<file path="config.mk">
export PLATFORM = sky130hd
export DESIGN_NAME = psi_stream_out
export DESIGN_NICKNAME = d
export VERILOG_FILES = /design/src/rtl/psi_pkg.sv /design/src/rtl/psi_lsb_enc.sv /design/src/rtl/psi_stream_out.sv
export SDC_FILE = /design/constraint.sdc
export NUM_CORES = 1
export LEC_CHECK = 0
export ABC_AREA = 1
export BUFFER_PORTS_ARGS = -buffer_cell sky130_fd_sc_hd__clkbuf_2
export CORE_MARGIN = 2
export CORE_UTILIZATION = 50
export CTS_CLUSTER_SIZE = 10
export DETAILED_ROUTE_END_ITERATION = 8
export GPL_TIMING_DRIVEN = 0
export PLACE_DENSITY_LB_ADDON = 0.08
export SLEW_MARGIN = 40
export SYNTH_ARGS = -nofsm -noshare
export SYNTH_HDL_FRONTEND = slang
export SYNTH_SLANG_ARGS = --single-unit
</file>
<file path="constraint.sdc">
create_clock -name clk -period 10.05 [get_ports clk]
set_input_delay 2.01 -clock clk [delete_from_list [all_inputs] [get_ports clk]]
set_output_delay 2.01 -clock clk [all_outputs]
set_load 0.01 [all_outputs]
</file>
<file path="src/rtl/psi_pkg.sv">
// Shared types and helpers for the PSI result streamer.
// Holds the FSM state type, the absent sentinel and width helpers.
package psi_pkg;

    typedef enum logic [1:0] {
        PSI_IDLE = 2'd0,
        PSI_SEND = 2'd1,
        PSI_DONE = 2'd2
    } psi_state_t;

    localparam int unsigned PSI_EMPTY = 0;

    function automatic int psi_cnt_w(input int k);
        return $clog2(k + 1);
    endfunction

    function automatic int psi_idx_w(input int k);
        return (k > 1) ? $clog2(k) : 1;
    endfunction

endpackage

</file>
<file path="src/rtl/psi_lsb_enc.sv">
// Lowest-set-bit encoder for the pending-element mask.
// Also flags when exactly one bit is left (the final element).
module psi_lsb_enc
    import psi_pkg::*;
#(
    parameter int K = 8,
    localparam int IW = psi_idx_w(K)
) (
    input  logic [K-1:0]  mask_i,
    output logic [IW-1:0] sel_o,
    output logic          one_hot_only_o
);

    // Scan high to low so the lowest set bit wins.
    always_comb begin
        sel_o = '0;
        for (int i = K - 1; i >= 0; i--) begin
            if (mask_i[i]) sel_o = IW'(i);
        end
        one_hot_only_o = (mask_i != '0) &&
                         ((mask_i & (mask_i - K'(1))) == '0);
    end

endmodule

</file>
<file path="src/rtl/psi_stream_out.sv">
// Serialises a sparse PSI result array into a compact element stream.
// Non-zero elements leave in ascending index order, then done/count.
module psi_stream_out
    import psi_pkg::*;
#(
    parameter int W = 32,
    parameter int K = 8,
    localparam int CW = psi_cnt_w(K),
    localparam int IW = psi_idx_w(K)
) (
    input  logic           clk,
    input  logic           rst,
    input  logic           in_valid,
    output logic           in_ready,
    input  logic [W*K-1:0] in_array,
    output logic           out_valid,
    input  logic           out_ready,
    output logic [W-1:0]   out_data,
    output logic           out_last,
    output logic           done,
    output logic [CW-1:0]  count
);

    psi_state_t      state_q;
    logic [W-1:0]    data_q [K];
    logic [K-1:0]    mask_q;
    logic [CW-1:0]   count_q;
    logic [K-1:0]    nz_d;
    logic [IW-1:0]   sel;
    logic            one_left;

    psi_lsb_enc #(.K(K)) u_enc (
        .mask_i         (mask_q),
        .sel_o          (sel),
        .one_hot_only_o (one_left)
    );

    // Non-zero map of the incoming array.
    always_comb begin
        nz_d = '0;
        for (int i = 0; i < K; i++) begin
            nz_d[i] = in_array[i*W +: W] != W'(PSI_EMPTY);
        end
    end

    // Load, drain and finish FSM; reset always wins over a load.
    always_ff @(posedge clk) begin
        if (rst) begin
            state_q <= PSI_IDLE;
            mask_q  <= '0;
            count_q <= '0;
            for (int i = 0; i < K; i++) data_q[i] <= '0;
        end else begin
            unique case (state_q)
                PSI_IDLE: begin
                    if (in_valid) begin
                        for (int i = 0; i < K; i++) begin
                            data_q[i] <= in_array[i*W +: W];
                        end
                        mask_q  <= nz_d;
                        count_q <= '0;
                        state_q <= (nz_d == '0) ? PSI_DONE : PSI_SEND;
                    end
                end
                PSI_SEND: begin
                    if (out_ready) begin
                        mask_q[sel] <= 1'b0;
                        count_q     <= count_q + CW'(1);
                        if (one_left) state_q <= PSI_DONE;
                    end
                end
                PSI_DONE: begin
                    state_q <= PSI_IDLE;
                end
                default: begin
                    state_q <= PSI_IDLE;
                end
            endcase
        end
    end

    // Outputs decode from registered state; data/last are zero when idle.
    always_comb begin
        in_ready  = state_q == PSI_IDLE;
        out_valid = state_q == PSI_SEND;
        done      = state_q == PSI_DONE;
        out_data  = out_valid ? data_q[sel] : '0;
        out_last  = out_valid & one_left;
        count     = count_q;
    end

endmodule
</file>
==> results.sh <==
export IMPL_initial_core_util_pct=50.9
export IMPL_start_kind="flip-flop"
export IMPL_synth_top_area_share_pct=54.3
export IMPL_clock_skew_ns=0.00955
export IMPL_vias=12200
export IMPL_min_path_cells=2
export IMPL_met1_usage_pct=40.0
export IMPL_rsz0062_at_grt="false"
export IMPL_cp_end_kind="output pin"
export IMPL_diodes=0
export IMPL_critPathKind="flip-flop to output pin"
export IMPL_die_area_um2=29700
export IMPL_seq_power_share_pct=36.5
export IMPL_rrSetupSlack_ns=7.61
export IMPL_clkSinkCount=270
export IMPL_overflow=0
export IMPL_core_um2=27900
export IMPL_cts_root_buf="clkbuf_16"
export IMPL_num_io_pins=300
export IMPL_setup_viol=0
export IMPL_tightest_slew_ns=0.872
export IMPL_clkSlewWorstSetupHoldPaths_ns=0.06
export IMPL_cts_made_buffers=31
export IMPL_synth_area_per_cell_um2=7.85
export IMPL_post_drt_wl_per_cell_um=16.9
export IMPL_p_total_mw=4.36
export IMPL_critPathMaxFanout=10
export IMPL_dieHeight_um=172
export IMPL_synthDistinctLibCells=27
export IMPL_drive_above_1_share_pct=17.7
export IMPL_grt_pass1_vias=11300
export IMPL_rr_worst_depth=7
export IMPL_ys_top_cells_by_area="edfxtp_1, nor2_1, inv_1"
export IMPL_fillers=2534
export IMPL_holdPathEnd="count[1]"
export IMPL_drt_initial_drc_count=1118
export IMPL_rows=61
export IMPL_final_area_um2=17100
export IMPL_post_route_min_period_ns=5.33
export IMPL_busiest_layer="met2"
export IMPL_drc=0
export IMPL_areaGrowthSynthToFinish_pct=21.0
export IMPL_required_ns=8.04
export IMPL_clk_path_buf_depth=3
export IMPL_p_leak_nw=8.55
export IMPL_gp_congestion=0.933
export IMPL_clkPwrFrac_pct=22.8
export IMPL_synth_most_common_cell="nor2_1"
export IMPL_htree_levels=1
export IMPL_placedInstanceArea_um2=16300
export IMPL_nets=2404
export IMPL_cp_arrival_ns=3.32
export IMPL_power_density_nw_per_um2=255
export IMPL_cts_resized=0
export IMPL_syn_nets=2066
export IMPL_finalCritPeriodShare_pct=53.1
export IMPL_yosysSeqAreaShare_pct=56.2
export IMPL_postCtsHoldBufs=0
export IMPL_die_w_um=172
export IMPL_grt_first_pass_wirelength_mm=62.5
export IMPL_yosys_warnings=0
export IMPL_slew_limit_headroom_pct=41.9
export IMPL_yosysTopAreaCell="edfxtp_1"
export IMPL_p_int_mw=2.61
export IMPL_ys_ff_latch=270
export IMPL_peakVddDrop_uv=126
export IMPL_switching_power_mw=1.76
export IMPL_clk_latency_ns=0.55
export IMPL_post_cts_buffers=0
export IMPL_p_sw_share_pct=40.2
export IMPL_min_path_type="flip-flop to flip-flop"
export IMPL_fmax_mhz=187
export IMPL_place_hpwl_mm=33.2
export IMPL_antenna_found_initial=0
export IMPL_cts_tree="yes"
export IMPL_hold_start="count[1]"
export IMPL_drv_cap=0
export IMPL_grt_start_max_net_pins=43
export IMPL_grtUsageMet3_pct=3.57
export IMPL_hold_viol=0
export IMPL_worst_r2r_endpoint="data_q[1][0]"
export IMPL_track_usage_pct=28.6
export IMPL_rr_startpoint="state_q[0]"
export IMPL_first_pass_iters=5
export IMPL_synth_common_cells="nor2_1, inv_1, nand2_1, edfxtp_1, nor3_1"
export IMPL_grt_met2_usage_pct=46.8
export IMPL_synth_edf_count=256
export IMPL_async_flop_share_pct=0
export IMPL_status="finished, final reports clean"
export IMPL_timing_hold_ws_ns=0.505
export IMPL_synth_area_um2=14200
export IMPL_ys_dominant_reg_cell="edfxtp_1"
export IMPL_postSynthCellCount=1805
export IMPL_final_antenna_net_count=0
export IMPL_maxSlewViolCount=0
export IMPL_p_comb_share_pct=40.7
export IMPL_io_buffers=298
export IMPL_vias_per_cell=4.82
export IMPL_wl_mm=42.8
through the flow:
| step | std cells | utilization, % | worst slack [ns] | setup TNS (ns) |
|---|---|---|---|---|
| floorplan | 1805 | - | 1.57 | 0 |
| detailed placement | 2488 | 58.5 | 5.23 | 0 |
| finish | 2536 | 61.5 | 4.72 | 0 |
| global route | 2536 | 61.5 | 4.55 | 0 |
| global placement | 2481 | 57.9 | -1.42 | -361.38 |
| CTS | 2536 | 61.5 | 4.76 | 0 |
worst max-delay path: stages (launching register included):
cell and delay [ns]:
dfxtp_1 0.37, nor2_4 0.19, nand2_1 0.09, nand2_1 0.08, nand2_2 0.15, nand2_2 0.30, buf_1 0.48, nor2_1 0.08
nor3_1 0.58, nor2_1 0.08, nor2_1 0.19, clkbuf_2 0.17
power by group through the flow:
stage	clock network [mW]	registers [mW]	logic (mW)
floorplan	0	1.65	1.02
global placement	0	1.69	1.69
detailed placement	0	1.61	1.74
CTS	0.998	1.59	1.75
global route	1.05	1.61	1.94
finish	0.995	1.59	1.77
final cells by class:
cell class / count / area, um^2 / area share [%]
flip-flops and latches: 270 / 7970 / 46.5
inverters: 446 / 1670 / 9.77
well taps: 378 / 473 / 2.76
repair buffers: 305 / 1640 / 9.56
clock buffers: 48 / 850 / 4.96
multi-input cells: 1021 / 4230 / 24.7
plain buffers: 68 / 307 / 1.79
flip-flops by register name, summed over array words and instances (netlist names):
name and count:
state_q 2, count 4, mask_q 8, data_q 256
cell usage in the layout (no fill, tap or decap), types with 2 or more instances in the layout:
cell type	Yosys	layout
a21oi_1	14	14
buf_1	2	2
buf_12	0	6
buf_2	21	21
buf_6	3	3
clkbuf_1	41	56
clkbuf_16	0	31
clkbuf_2	1	300
dfxtp_1	14	14
edfxtp_1	256	256
inv_1	446	446
nand2_1	273	272
nand2_2	3	3
nand3_1	64	64
nand4_1	11	11
nor2_1	531	531
nor2_4	2	2
nor3_1	71	71
o211ai_1	17	17
o21ai_0	16	16
or2_2	11	11
metal layers:
layer	wire length (um)	up-vias
li1	-	6106
met1	18500	5551
met2	19800	491
met3	3230	84
met4	1340	0
met5	0	-
kinds of logic after synthesis:
| logic type | after synthesis | share of synthesized area, % |
|---|---|---|
| flops | 270 | 56.2 |
| fa+ha+maj | 1 | 0.0883 |
| compound gates | 51 | 2.23 |
| xor+xnor | 1 | 0.0618 |
| buf+inv | 514 | 14.0 |
| simple gates | 968 | 27.4 |
worst max path at each step:
stage / from / end
2_1_floorplan: rst / data_q[0][0]
3_3_place_gp: rst / data_q[3][30]
3_5_place_dp: rst / data_q[3][26]
4_1_cts: mask_q[5] / out_data[25]
5_1_grt: mask_q[5] / out_data[29]
6_report: mask_q[5] / out_data[25]
Note: power is estimated with default switching activity, not from simulation.
